`config.mk`:
```
export PLATFORM = sky130hd
export DESIGN_NAME = alu_issue_stage
export DESIGN_NICKNAME = d
export VERILOG_FILES = /design/src/rtl/alu_issue_stage.sv
export SDC_FILE = /design/constraint.sdc
export NUM_CORES = 1
export LEC_CHECK = 0
export CORE_AREA = 5 5 112 114
export CTS_BUF_LIST = sky130_fd_sc_hd__clkbuf_16
export DETAILED_ROUTE_END_ITERATION = 10
export DIE_AREA = 0 0 117 119
export DONT_BUFFER_PORTS = 1
export PLACE_DENSITY = 0.73
export SYNTH_ARGS = -nofsm -noshare
export SYNTH_HDL_FRONTEND = slang
export SYNTH_SLANG_ARGS = --single-unit
```
`constraint.sdc`:
```
create_clock -name clk -period 2.5 [get_ports clk]
set_input_delay 0.375 -clock clk [delete_from_list [all_inputs] [get_ports clk]]
set_output_delay 0.375 -clock clk [all_outputs]
set_load 0.03 [all_outputs]
```
`src/rtl/alu_issue_stage.sv`:
```
// alu_issue_stage: execute-issue stage in front of the 32-bit ALU.
// Accepts one data-processing instruction per handshake and checks its condition
// against the architectural NZCV flags, which this block owns. It drives the ALU
// operands and controls for SETTLE_CYCLES cycles, then samples the result and flags
// and offers a writeback transaction. Instructions never overlap.
//
// Ports:
//   clk, rst_n             clock (rising edge), asynchronous active-low reset
//   in_valid/in_ready      instruction handshake; in_cond/opcode/s/rd/op1/op2 payload
//   alu_a/alu_b            ALU operands
//   alu_invert_a/_b        operand inversion
//   alu_is_logic           logic path select
//   alu_logic_func_idx     00 AND, 01 ORR, 10 EOR
//   alu_cin                adder carry-in
//   alu_isactive           ALU enable
//   alu_result/alu_n/z/c/v ALU outputs
//   wb_valid/wb_ready      writeback handshake; wb_en/wb_rd/wb_data payload
//   flags                  architectural {N,Z,C,V}
//
// Optional feature: define ALU_ISSUE_PERF_EN to add the saturating exec_count and
// skip_count performance counters.

module alu_issue_stage #(
  parameter int unsigned SETTLE_CYCLES = 4
) (
  input  logic        clk,
  input  logic        rst_n,
  input  logic        in_valid,
  output logic        in_ready,
  input  logic [3:0]  in_cond,
  input  logic [3:0]  in_opcode,
  input  logic        in_s,
  input  logic [3:0]  in_rd,
  input  logic [31:0] in_op1,
  input  logic [31:0] in_op2,
  output logic [31:0] alu_a,
  output logic [31:0] alu_b,
  output logic        alu_invert_a,
  output logic        alu_invert_b,
  output logic        alu_is_logic,
  output logic [1:0]  alu_logic_func_idx,
  output logic        alu_cin,
  output logic        alu_isactive,
  input  logic [31:0] alu_result,
  input  logic        alu_n,
  input  logic        alu_z,
  input  logic        alu_c,
  input  logic        alu_v,
  output logic        wb_valid,
  input  logic        wb_ready,
  output logic        wb_en,
  output logic [3:0]  wb_rd,
  output logic [31:0] wb_data,
`ifdef ALU_ISSUE_PERF_EN
  output logic [15:0] exec_count,
  output logic [15:0] skip_count,
`endif
  output logic [3:0]  flags
);

  localparam int unsigned CNT_W = 4;

  localparam logic [3:0] OP_AND = 4'h0;
  localparam logic [3:0] OP_EOR = 4'h1;
  localparam logic [3:0] OP_SUB = 4'h2;
  localparam logic [3:0] OP_RSB = 4'h3;
  localparam logic [3:0] OP_ADD = 4'h4;
  localparam logic [3:0] OP_ADC = 4'h5;
  localparam logic [3:0] OP_SBC = 4'h6;
  localparam logic [3:0] OP_RSC = 4'h7;
  localparam logic [3:0] OP_TST = 4'h8;
  localparam logic [3:0] OP_TEQ = 4'h9;
  localparam logic [3:0] OP_CMP = 4'hA;
  localparam logic [3:0] OP_CMN = 4'hB;
  localparam logic [3:0] OP_ORR = 4'hC;
  localparam logic [3:0] OP_MOV = 4'hD;
  localparam logic [3:0] OP_BIC = 4'hE;
  localparam logic [3:0] OP_MVN = 4'hF;

  typedef enum logic [1:0] {
    IDLE = 2'd0,
    EXEC = 2'd1,
    RESP = 2'd2
  } state_t;

  state_t           state;
  logic [CNT_W-1:0] cnt;
  logic             q_s;
  logic             q_test;
  logic             q_logic;
  logic             q_wen;

  // ARM condition evaluation against {N,Z,C,V}
  function automatic logic cond_pass(input logic [3:0] cond, input logic [3:0] f);
    logic n, z, c, v;
    {n, z, c, v} = f;
    case (cond)
      4'h0:    cond_pass = z;
      4'h1:    cond_pass = !z;
      4'h2:    cond_pass = c;
      4'h3:    cond_pass = !c;
      4'h4:    cond_pass = n;
      4'h5:    cond_pass = !n;
      4'h6:    cond_pass = v;
      4'h7:    cond_pass = !v;
      4'h8:    cond_pass = c && !z;
      4'h9:    cond_pass = !c || z;
      4'hA:    cond_pass = (n == v);
      4'hB:    cond_pass = (n != v);
      4'hC:    cond_pass = !z && (n == v);
      4'hD:    cond_pass = z || (n != v);
      4'hE:    cond_pass = 1'b1;
      default: cond_pass = 1'b0;
    endcase
  endfunction

  // Opcode decode to ALU controls
  logic       d_logic;
  logic [1:0] d_func;
  logic       d_inv_a;
  logic       d_inv_b;
  logic       d_cin;
  logic       d_zero_a;
  logic       d_test;
  logic       d_pass;

  always_comb begin
    d_logic  = 1'b0;
    d_func   = 2'b00;
    d_inv_a  = 1'b0;
    d_inv_b  = 1'b0;
    d_cin    = 1'b0;
    d_zero_a = 1'b0;
    d_test   = 1'b0;
    case (in_opcode)
      OP_AND: d_logic = 1'b1;
      OP_EOR: begin d_logic = 1'b1; d_func = 2'b10; end
      OP_SUB: begin d_inv_b = 1'b1; d_cin = 1'b1; end
      OP_RSB: begin d_inv_a = 1'b1; d_cin = 1'b1; end
      OP_ADD: d_cin = 1'b0;
      OP_ADC: d_cin = flags[1];
      OP_SBC: begin d_inv_b = 1'b1; d_cin = flags[1]; end
      OP_RSC: begin d_inv_a = 1'b1; d_cin = flags[1]; end
      OP_TST: begin d_logic = 1'b1; d_test = 1'b1; end
      OP_TEQ: begin d_logic = 1'b1; d_func = 2'b10; d_test = 1'b1; end
      OP_CMP: begin d_inv_b = 1'b1; d_cin = 1'b1; d_test = 1'b1; end
      OP_CMN: d_test = 1'b1;
      OP_ORR: begin d_logic = 1'b1; d_func = 2'b01; end
      OP_MOV: d_zero_a = 1'b1;
      OP_BIC: begin d_logic = 1'b1; d_inv_b = 1'b1; end
      OP_MVN: begin d_zero_a = 1'b1; d_inv_b = 1'b1; end
      default: d_test = 1'b0;
    endcase
    d_pass = cond_pass(in_cond, flags);
  end

  // Issue FSM with registered outputs
  always_ff @(posedge clk or negedge rst_n) begin
    if (!rst_n) begin
      state              <= IDLE;
      cnt                <= '0;
      q_s                <= 1'b0;
      q_test             <= 1'b0;
      q_logic            <= 1'b0;
      q_wen              <= 1'b0;
      in_ready           <= 1'b1;
      alu_a              <= '0;
      alu_b              <= '0;
      alu_invert_a       <= 1'b0;
      alu_invert_b       <= 1'b0;
      alu_is_logic       <= 1'b0;
      alu_logic_func_idx <= 2'b00;
      alu_cin            <= 1'b0;
      alu_isactive       <= 1'b0;
      wb_valid           <= 1'b0;
      wb_en              <= 1'b0;
      wb_rd              <= '0;
      wb_data            <= '0;
      flags              <= '0;
`ifdef ALU_ISSUE_PERF_EN
      exec_count         <= '0;
      skip_count         <= '0;
`endif
    end else begin
      case (state)
        IDLE: begin
          if (in_valid) begin
            in_ready <= 1'b0;
            wb_rd    <= in_rd;
            if (d_pass) begin
              state              <= EXEC;
              cnt                <= CNT_W'(SETTLE_CYCLES - 1);
              q_s                <= in_s;
              q_test             <= d_test;
              q_logic            <= d_logic;
              q_wen              <= !d_test;
              alu_a              <= d_zero_a ? 32'd0 : in_op1;
              alu_b              <= in_op2;
              alu_invert_a       <= d_inv_a;
              alu_invert_b       <= d_inv_b;
              alu_is_logic       <= d_logic;
              alu_logic_func_idx <= d_func;
              alu_cin            <= d_cin;
              alu_isactive       <= 1'b1;
            end else begin
              // Skipped: respond immediately without touching the ALU or flags
              state    <= RESP;
              wb_valid <= 1'b1;
              wb_en    <= 1'b0;
              wb_data  <= '0;
`ifdef ALU_ISSUE_PERF_EN
              if (skip_count != 16'hFFFF) skip_count <= skip_count + 16'd1;
`endif
            end
          end
        end
        EXEC: begin
          if (cnt == '0) begin
            state        <= RESP;
            alu_isactive <= 1'b0;
            wb_valid     <= 1'b1;
            wb_en        <= q_wen;
            wb_data      <= alu_result;
            // Logic ops keep C and V; arithmetic ops load all four
            if (q_s || q_test) begin
              if (q_logic) flags <= {alu_n, alu_z, flags[1], flags[0]};
              else         flags <= {alu_n, alu_z, alu_c, alu_v};
            end
`ifdef ALU_ISSUE_PERF_EN
            if (exec_count != 16'hFFFF) exec_count <= exec_count + 16'd1;
`endif
          end else begin
            cnt <= cnt - CNT_W'(1);
          end
        end
        RESP: begin
          if (wb_ready) begin
            state    <= IDLE;
            wb_valid <= 1'b0;
            in_ready <= 1'b1;
          end
        end
        default: begin
          state    <= IDLE;
          in_ready <= 1'b1;
        end
      endcase
    end
  end

endmodule

```
==> impl_summary.log, run 1 <==
INFO  metric synth_to_layout_area_growth = 12.9%
INFO  metric yosysTopAreaCellShare = 54.8%
INFO  metric grt_first_pass_wirelength = 19.9 mm
INFO  metric mappedNetlistNets = 617
INFO  metric synth_area_leaders = sky130_fd_sc_hd__dfrtp_1, sky130_fd_sc_hd__mux2_1, sky130_fd_sc_hd__mux2i_1
INFO  metric io_buffer_count = 0
INFO  metric pwr_density_cell = 1490 nW/µm²
INFO  metric final_cell_area = 6290 µm²
INFO  metric total_iterations_of_the_first_detailed_routing_run = 4
INFO  metric seq_area = 3080 µm²
INFO  metric rsz0062_at_grt = false
INFO  metric synth_seq_cells = 123
INFO  metric critPathSlowestCell = sky130_fd_sc_hd__buf_4
INFO  metric die_width = 117 µm
INFO  metric placedInstanceArea = 5710 µm²
INFO  metric drcViolationCount = 0
INFO  metric routed-via-count = 3,669
INFO  metric clock.fmax = 0.434 GHz
INFO  metric place.gp.congestion = 0.786
INFO  metric path_cells = xnor2_1, xnor2_1, o221ai_2, nand2_1, a31oi_4, buf_4, mux2i_1
INFO  metric number_of_antenna_violations_at_the_first_check_in_global_routing = 0
INFO  metric number_of_buffers_on_the_longest_clock_path = 2
INFO  metric worst_ir_drop_on_vdd = 0.000862 V
INFO  metric critPathMaxFanout = 33
INFO  metric floorplan.initialDensity = 49.2%
INFO  metric yosys_warns = 0
INFO  metric grt_start_max_net_pins = 124
INFO  metric post-route-util = 55.6%
INFO  metric clock_sink_total = 123
INFO  metric endpoint_kind = flip-flop
INFO  metric tritoncts = yes
INFO  metric cap_viol_max_count = 0
INFO  metric cpPeakStageDelay = 0.47 ns
INFO  metric outcome = finished, violations left
INFO  metric timing.setup.critical_path_class = flip-flop to flip-flop
INFO  metric grt_pass1_vias = 3,806
INFO  metric worstPathRequired = 2.83 ns
INFO  metric asyncSetResetFlopFracSynth = 100%
INFO  metric detail_route.vias_per_cell = 5.63
INFO  metric p_total = 9.35 mW
INFO  metric syn_area = 5580 µm²
INFO  metric die_ht = 119 µm
INFO  metric routedWlPerCell = 19.2 µm
INFO  metric worst_skew_pair.late_latency = 0.41 ns
INFO  metric synthDistinctLibCells = 52
INFO  metric multi_input_area = 2170 µm²
INFO  metric synth_flop_cell = sky130_fd_sc_hd__dfrtp_1
INFO  metric post_synth_edffs = 0
INFO  metric fin_worst_hold_slack = -0.338 ns
INFO  metric tightestPinTransition = 0.620 ns
INFO  metric wl = 12.5 mm
INFO  metric cts_repair_resize_count = 0
INFO  metric final.setup.tns = 0 ns
INFO  metric grt.total_usage = 18.1%
INFO  metric final_hold_viol_count = 123
INFO  metric fin_crit_sh = 92.3%
INFO  metric netlist.top_cell.by_area = sky130_fd_sc_hd__dfrtp_1
INFO  metric ys_seq_area_share = 55.2%
INFO  metric fin_worst_skew = 0.0104 ns
INFO  metric total_global_routing_overflow = 0
INFO  metric violations_in_the_final_reports = hold timing
INFO  metric report.final.slew_viol_count = 0
INFO  metric core = 11,300 µm²
INFO  metric insertedDiodeCount = 0
INFO  metric die_area = 13,900 µm²
INFO  metric clk_transition_reported_paths = 0.05 ns
INFO  metric layout_min_cycle_time = 2.31 ns
INFO  metric htree_levels = 4
INFO  metric drt.antenna.violating_nets = 0
INFO  metric dp_hpwl = 8.92 mm
INFO  metric critPathArrivalTime = 2.63 ns
INFO  metric detail_route.iter0.violations = 266
INFO  metric setup-violations-final = 0
INFO  metric drive_gt1_share = 12.4%
INFO  metric max-slew-margin-rel = 58.7%
INFO  metric cts_buffers = 17
INFO  metric cp-start-kind = flip-flop
INFO  metric avgSynthCellArea = 11.3 µm²
INFO  metric synthCells = 495
INFO  metric pin_count = 231
INFO  metric crit_path_frequent_cell = sky130_fd_sc_hd__xnor2_1
INFO  metric nNetsFinal = 618
INFO  metric p_leak = 2.99 nW
INFO  metric filler_cell_count = 953
INFO  metric postCtsSetupRepairBufs = 0
INFO  metric cts_root_buffer = sky130_fd_sc_hd__clkbuf_16
INFO  metric rows = 39
INFO  metric hold_class = primary input to asynchronous set/reset pin
[through the flow]
step,instances,hold slack (ns),setup WS [ns]
global placement,620,0.0823,0.298
detailed placement,620,0.0823,0.164
CTS,652,-0.366,0.162
global route,652,-0.371,0.0542
floorplan,495,0.0794,0.287
finish,652,-0.338,0.193
[state kept, by name, indices dropped and copies added, names as in the netlist]
signal	count
q_logic	1
alu_isactive	1
q_s	1
state	2
wb_rd	4
alu_logic_func_idx	2
alu_a	32
wb_valid	1
alu_b	32
alu_invert_a	1
flags	4
q_wen	1
q_test	1
in_ready	1
wb_en	1
alu_cin	1
alu_invert_b	1
wb_data	32
cnt	4
[routing by layer]
metal	routed length (µm)	share of wire, %	track usage, %	vias up
met5	0	0	0	-
met3	1750	14	10.2	22
met4	260	2.1	6.95	0
met2	5740	46	27.6	198
li1	-	-	-	1702
met1	4750	38	21.1	1747
[where the power goes]
group	total [mW]	leakage, nW	internal [mW]	switching, mW
logic	1.76	1.16	0.798	0.958
registers	5.19	1.54	2.86	2.33
clock network	2.40	0.284	1.54	0.857
[final timing paths]
kind / start / end / slack (ns) / depth (start not counted)
max: flags[3]$_DFFE_PN0P_ / wb_data[4]$_DFFE_PN0P_ / 0.19 / 7
min: rst_n / wb_data[30]$_DFFE_PN0P_ / -0.34 / 0
max reg2reg: flags[3]$_DFFE_PN0P_ / wb_data[4]$_DFFE_PN0P_ / 0.19 / 7
min reg2reg: q_s$_DFFE_PN0P_ / q_s$_DFFE_PN0P_ / 0.49 / 1
max in group asynchronous: rst_n / cnt[3]$_DFFE_PN0P_ / 2.58 / 0
min in group clk: in_opcode[3] / alu_invert_a$_DFFE_PN0P_ / 0.06 / 1
[synth_stat cells, types with 3 or more instances]
master / number
sky130_fd_sc_hd__dfrtp_1: 122
sky130_fd_sc_hd__ha_1: 5
sky130_fd_sc_hd__buf_4: 5
sky130_fd_sc_hd__xnor2_1: 4
sky130_fd_sc_hd__inv_1: 43
sky130_fd_sc_hd__mux2_2: 8
sky130_fd_sc_hd__clkbuf_1: 19
sky130_fd_sc_hd__nand3_1: 4
sky130_fd_sc_hd__o31ai_1: 33
sky130_fd_sc_hd__nand2_1: 75
sky130_fd_sc_hd__buf_6: 4
sky130_fd_sc_hd__o211ai_1: 6
sky130_fd_sc_hd__nor2_1: 7
sky130_fd_sc_hd__mux2_1: 39
sky130_fd_sc_hd__o21ai_0: 37
sky130_fd_sc_hd__nor2b_1: 4
sky130_fd_sc_hd__mux2i_1: 36
sky130_fd_sc_hd__a21oi_1: 3
sky130_fd_sc_hd__nor3_1: 3
[layout make-up]
class | instances | share of cell area, %
well taps | 143 | 2.84
clock inverters | 15 | 2.51
clock buffers | 17 | 6.76
multi-input cells | 298 | 34.4
flip-flops and latches | 123 | 48.9
repair buffers | 13 | 1.95
inverters | 43 | 2.57
[kinds of logic (layout without fill, tap and decap cells)]
group | after synthesis | after routing | share of synthesized area (%)
buffers and inverters | 74 | 88 | 6.08
AOI/OAI and AO/OA | 98 | 98 | 12.2
and+or+nand+nor | 108 | 108 | 8.77
xor gates and xnor gates | 4 | 4 | 0.628
DFF | 123 | 123 | 55.2
muxes | 83 | 83 | 16.0
adders and majority gates | 5 | 5 | 1.12
[placed cells by master, fill, tap and decap left out, types with 2 or more instances in the layout]
| cell type | n |
|---|---|
| sky130_fd_sc_hd__xnor2_1 | 4 |
| sky130_fd_sc_hd__a21oi_1 | 3 |
| sky130_fd_sc_hd__bufinv_16 | 3 |
| sky130_fd_sc_hd__mux2_2 | 8 |
| sky130_fd_sc_hd__inv_1 | 44 |
| sky130_fd_sc_hd__mux2i_1 | 36 |
| sky130_fd_sc_hd__mux2_1 | 39 |
| sky130_fd_sc_hd__dfrtp_1 | 122 |
| sky130_fd_sc_hd__o211ai_1 | 6 |
| sky130_fd_sc_hd__nand3_1 | 4 |
| sky130_fd_sc_hd__clkinv_1 | 2 |
| sky130_fd_sc_hd__nand2_1 | 74 |
| sky130_fd_sc_hd__clkinvlp_4 | 3 |
| sky130_fd_sc_hd__buf_12 | 2 |
| sky130_fd_sc_hd__a21boi_0 | 2 |
| sky130_fd_sc_hd__clkinv_2 | 5 |
| sky130_fd_sc_hd__nand3b_1 | 2 |
| sky130_fd_sc_hd__and2_2 | 2 |
| sky130_fd_sc_hd__clkbuf_16 | 17 |
| sky130_fd_sc_hd__nor3_1 | 3 |
| sky130_fd_sc_hd__buf_4 | 11 |
| sky130_fd_sc_hd__o21ai_0 | 37 |
| sky130_fd_sc_hd__nor2_1 | 6 |
| sky130_fd_sc_hd__nor2b_1 | 4 |
| sky130_fd_sc_hd__o31ai_1 | 33 |
| sky130_fd_sc_hd__ha_1 | 5 |
| sky130_fd_sc_hd__o2bb2ai_1 | 2 |
[worst max-delay path, delay by kind of cell (launching register included)]
family                 cells  cell delay, ns
XOR/XNOR                   2            0.46
AND/OR/NAND/NOR            1            0.15
buffers and inverters      1            0.47
multiplexers               1            0.26
flip-flops                 1            0.41
AO/OA/AOI/OAI              2            0.45
(Power assumes the default switching activity.)
==> run 2, diff against run 1 <==
==> config.mk (replaced) <==
export PLATFORM = sky130hd
export DESIGN_NAME = alu_issue_stage
export DESIGN_NICKNAME = d
export VERILOG_FILES = /design/src/rtl/alu_issue_stage.sv
export SDC_FILE = /design/constraint.sdc
export NUM_CORES = 1
export LEC_CHECK = 0
export ABC_AREA = 1
export CORE_AREA = 5 5 140 142
export CTS_BUF_LIST = sky130_fd_sc_hd__clkbuf_2 sky130_fd_sc_hd__clkbuf_4 sky130_fd_sc_hd__clkbuf_8
export DETAILED_ROUTE_END_ITERATION = 10
export DIE_AREA = 0 0 145 147
export DONT_BUFFER_PORTS = 1
export PLACE_DENSITY = 0.52
export SYNTH_ARGS = -nofsm -noshare
export SYNTH_HDL_FRONTEND = slang
export SYNTH_SLANG_ARGS = --single-unit
==> impl_summary.log, run 2 <==
INFO  metric tightestPinTransition = 0.539 ns (-0.0807 ns)
INFO  metric cts_repair_resize_count = 0 (unchanged)
INFO  metric r2r_slack = 0.50 ns (+0.31 ns)
INFO  metric cts_buffers = 17 (unchanged)
INFO  metric drive_gt1_share = 12.9% (+0.55 points)
INFO  metric post_synth_edffs = 0 (unchanged)
INFO  metric endpoint_kind = flip-flop
INFO  metric final_hold_viol_count = 123 (unchanged)
INFO  metric timing.setup.critical_path_class = flip-flop to flip-flop
INFO  metric crit_path_frequent_cell = sky130_fd_sc_hd__nand2_1
INFO  metric drt.antenna.violating_nets = 0 (unchanged)
INFO  metric yosysTopAreaCellShare = 56.8% (+2.0 points)
INFO  metric r2r-start = flags[3]$_DFFE_PN0P_
INFO  metric wl = 13.4 mm (+7.4%)
INFO  metric yosys_warns = 0 (unchanged)
INFO  metric core = 18,300 µm² (+62%)
INFO  metric dpl.cell_count = 821 (+32%)
INFO  metric fin_worst_hold_slack = -0.361 ns (-0.0228 ns)
INFO  metric multi_input_area = 1880 µm² (-13%)
INFO  metric met2_usage = 19.9% (-7.7 points)
INFO  metric hold_class = primary input to asynchronous set/reset pin
INFO  metric synth_top_cells_by_count = sky130_fd_sc_hd__nand2_1, sky130_fd_sc_hd__dfrtp_1, sky130_fd_sc_hd__o21ai_1
INFO  metric synth_flop_cell = sky130_fd_sc_hd__dfrtp_1
INFO  metric routed-via-count = 3,975 (+8.3%)
INFO  metric die_width = 145 µm (+24%)
INFO  metric netlist.top_cell.by_area = sky130_fd_sc_hd__dfrtp_1
INFO  metric io_buffer_count = 0 (unchanged)
INFO  metric setup-violations-final = 0 (unchanged)
INFO  metric pin_count = 231 (unchanged)
INFO  metric clk_transition_reported_paths = 0.07 ns (+0.02 ns)
INFO  metric tritoncts = yes
INFO  metric worstSetupEndpoint = alu_b[0]$_DFFE_PN0P_
INFO  metric met1_track_usage_gr = 14.1% (-7.0 points)
INFO  metric routedWlPerCell = 15.7 µm (-18%)
INFO  metric worst_ir_drop_on_vdd = 0.000709 V (-18%)
INFO  metric critPathMaxFanout = 46 (+39%)
INFO  metric ys_seq_area_share = 57.3% (+2.1 points)
INFO  metric clock_sink_total = 123 (unchanged)
INFO  metric grt_pass1_vias = 3,994 (+4.9%)
INFO  metric filler_cell_count = 1,897 (+99%)
INFO  metric synth_area_leaders = sky130_fd_sc_hd__dfrtp_1, sky130_fd_sc_hd__nand2_1, sky130_fd_sc_hd__o21ai_1
INFO  metric avgSynthCellArea = 8.84 µm² (-22%)
INFO  metric asyncSetResetFlopFracSynth = 100% (unchanged)
INFO  metric rows = 50 (+28%)
INFO  metric path_cells = buf_4, inv_1, nand2_1, nand2_1, nand2_1, nand2_1, nand2_1, nand2_1, nor2_4, nand2_2, nand3_4, buf_12, nand2_1, o21ai_1
INFO  metric grt_first_pass_wirelength = 21.5 mm (+8.2%)
INFO  metric most_heavily_used_metal_layer_in_global_routing = met2
INFO  metric die_ht = 147 µm (+24%)
INFO  metric total_iterations_of_the_first_detailed_routing_run = 6 (+2)
INFO  metric cap_viol_max_count = 0 (unchanged)
INFO  metric dp_hpwl = 9.82 mm (+10%)
INFO  metric number_of_antenna_violations_at_the_first_check_in_global_routing = 0 (unchanged)
INFO  metric postCtsSetupRepairBufs = 0 (unchanged)
INFO  metric clock.fmax = 0.501 GHz (+16%)
INFO  metric detail_route.vias_per_cell = 4.66 (-17%)
INFO  metric cts_root_buffer = sky130_fd_sc_hd__clkbuf_8
INFO  metric mostFrequentLayoutCell = sky130_fd_sc_hd__nand2_1
INFO  metric seq_area = 3080 µm² (unchanged)
INFO  metric final.setup.tns = 0 ns (unchanged)
INFO  metric worstPathRequired = 2.82 ns (about the same)
INFO  metric insertedDiodeCount = 0 (unchanged)
INFO  metric place.gp.congestion = 0.845 (+7.5%)
INFO  metric nNetsFinal = 728 (+18%)
INFO  metric die_area = 21,300 µm² (+53%)
INFO  metric pwr_density_cell = 1540 nW/µm² (+3.6%)
INFO  metric grt_start_max_net_pins = 124 (unchanged)
INFO  metric worst-path-buf-inv = 3 (+2)
INFO  metric critPathArrivalTime = 2.31 ns (-0.32 ns)
INFO  metric number_of_buffers_on_the_longest_clock_path = 2 (unchanged)
INFO  metric finalNonFillerCells = 853 (+31%)
INFO  metric fin_worst_skew = 0.0110 ns (+0.000653 ns)
INFO  metric detail_route.iter0.violations = 153 (-42%)
INFO  metric rr_worst_depth = 14 (+7)
INFO  metric cpPeakStageDelay = 0.36 ns (-0.11 ns)
INFO  metric critical_path_cell_count = 14 (+7)
INFO  metric timing.critical_path.max_delay_family = simple AND/OR/NAND/NOR gates
INFO  metric layout_min_cycle_time = 2.00 ns (-0.310 ns)
INFO  metric report.final.slew_viol_count = 0 (unchanged)
INFO  metric cp-start-kind = flip-flop
INFO  metric total_global_routing_overflow = 0 (unchanged)
INFO  metric syn_area = 5380 µm² (-3.6%)
INFO  metric rsz0062_at_grt = false
INFO  metric mappedNetlistNets = 730 (+18%)
INFO  metric top_count_cell_post_synth = sky130_fd_sc_hd__nand2_1
INFO  metric floorplan.initialDensity = 29.3% (-20 points)
INFO  metric reg_top3 = alu_a x32, alu_b x32, wb_data x32
INFO  metric synth_to_layout_area_growth = 12.6%
INFO  metric htree_levels = 4 (unchanged)
INFO  metric synthDistinctLibCells = 30 (-42%)
INFO  metric synthCells = 608 (+23%)
INFO  metric fin_crit_sh = 79.9% (-12 points)
INFO  metric max-slew-margin-rel = 63.7% (+5.0 points)
INFO  metric critPathSlowestCell = sky130_fd_sc_hd__dfrtp_1
INFO  metric drcViolationCount = 0 (unchanged)
INFO  metric layout.cells.most_common_list = sky130_fd_sc_hd__nand2_1, sky130_fd_sc_hd__dfrtp_1, sky130_fd_sc_hd__o21ai_1
INFO  metric worst_r2r_endpoint = alu_b[0]$_DFFE_PN0P_
INFO  metric worst_skew_pair.late_latency = 0.43 ns (+0.02 ns)
INFO  metric synth_seq_cells = 123 (unchanged)
INFO  metric grt.total_usage = 12.4% (-5.6 points)
INFO  metric p_leak = 2.97 nW (-0.73%)
INFO  metric violations_in_the_final_reports = hold timing
INFO  metric use_met3 = 7.03% (-3.2 points)
INFO  metric crit_path_start = flags[3]$_DFFE_PN0P_
INFO  metric outcome = finished, violations left
## run 2: worst min-delay path by stage
| stage | startpoint | to |
|---|---|---|
| after floorplan | rst_n | alu_a[0]$_DFFE_PN0P_ |
| after global placement | rst_n | alu_isactive$_DFFE_PN0P_ |
| after detailed placement | rst_n | wb_data[6]$_DFFE_PN0P_ |
| after CTS | rst_n | wb_data[29]$_DFFE_PN0P_ |
| after global routing | rst_n | wb_data[21]$_DFFE_PN0P_ |
| final | rst_n | wb_data[7]$_DFFE_PN0P_ |
## run 2: layout make-up
| type | count | share of cell area (%) |
|---|---|---|
| flip-flops and latches | 123 | 50.9 |
| clock buffers | 23 | 5.02 |
| repair buffers | 9 | 1.94 |
| well taps | 234 | 4.84 |
| multi-input cells | 396 | 31.0 |
| inverters | 59 | 3.66 |
| clock inverters | 9 | 2.65 |
## run 2: report_power, final
group | switching [mW] | internal [mW]
Combinational | 1.40 | 0.831
Sequential | 2.22 | 2.83
Clock | 0.815 | 1.22
Total | 4.43 | 4.88
## run 2: stage by stage
| stage | power, mW | hold slack (ns) | area, µm² | setup slack (ns) | util, % |
|---|---|---|---|---|---|
| 3_5_place_dp | 7.39 | 0.0844 | 5590 | 0.512 | 30.5 |
| 5_1_grt | 9.93 | -0.414 | 6050 | 0.309 | 33.0 |
| 2_1_floorplan | 6.81 | 0.0794 | 5380 | 0.721 | - |
| 6_report | 9.31 | -0.361 | 6050 | 0.504 | 33.0 |
| 4_1_cts | 9.47 | -0.411 | 6050 | 0.496 | 33.0 |
| 3_3_place_gp | 7.28 | 0.0843 | 5590 | 0.582 | 30.5 |
## run 2: logic make-up (layout without fill, tap and decap cells)
| family | Yosys count | after routing | share of synthesized area (%) |
|---|---|---|---|
| compound gates | 124 | 124 | 12.7 |
| xor+xnor | 1 | 1 | 0.163 |
| fa+ha+maj | 5 | 5 | 1.16 |
| buf+inv | 89 | 100 | 7.94 |
| flops | 123 | 123 | 57.3 |
| mux | 5 | 5 | 1.05 |
| simple gates | 261 | 261 | 19.7 |
## run 2: layer usage
| metal | part of all wire, % | wire (µm) |
|---|---|---|
| met4 | 1.0 | 139 |
| met3 | 13 | 1680 |
| met5 | 0 | 0 |
| met2 | 48 | 6390 |
| met1 | 39 | 5210 |
## run 2: worst reg2reg max path, cell delays in order (launching register included)
cell and delay, ns:
sky130_fd_sc_hd__dfrtp_1 0.36, sky130_fd_sc_hd__buf_4 0.17, sky130_fd_sc_hd__inv_1 0.09, sky130_fd_sc_hd__nand2_1 0.09, sky130_fd_sc_hd__nand2_1 0.08, sky130_fd_sc_hd__nand2_1 0.06
sky130_fd_sc_hd__nand2_1 0.06, sky130_fd_sc_hd__nand2_1 0.04, sky130_fd_sc_hd__nand2_1 0.10, sky130_fd_sc_hd__nor2_4 0.04, sky130_fd_sc_hd__nand2_2 0.09, sky130_fd_sc_hd__nand3_4 0.23
sky130_fd_sc_hd__buf_12 0.28, sky130_fd_sc_hd__nand2_1 0.11, sky130_fd_sc_hd__o21ai_1 0.07
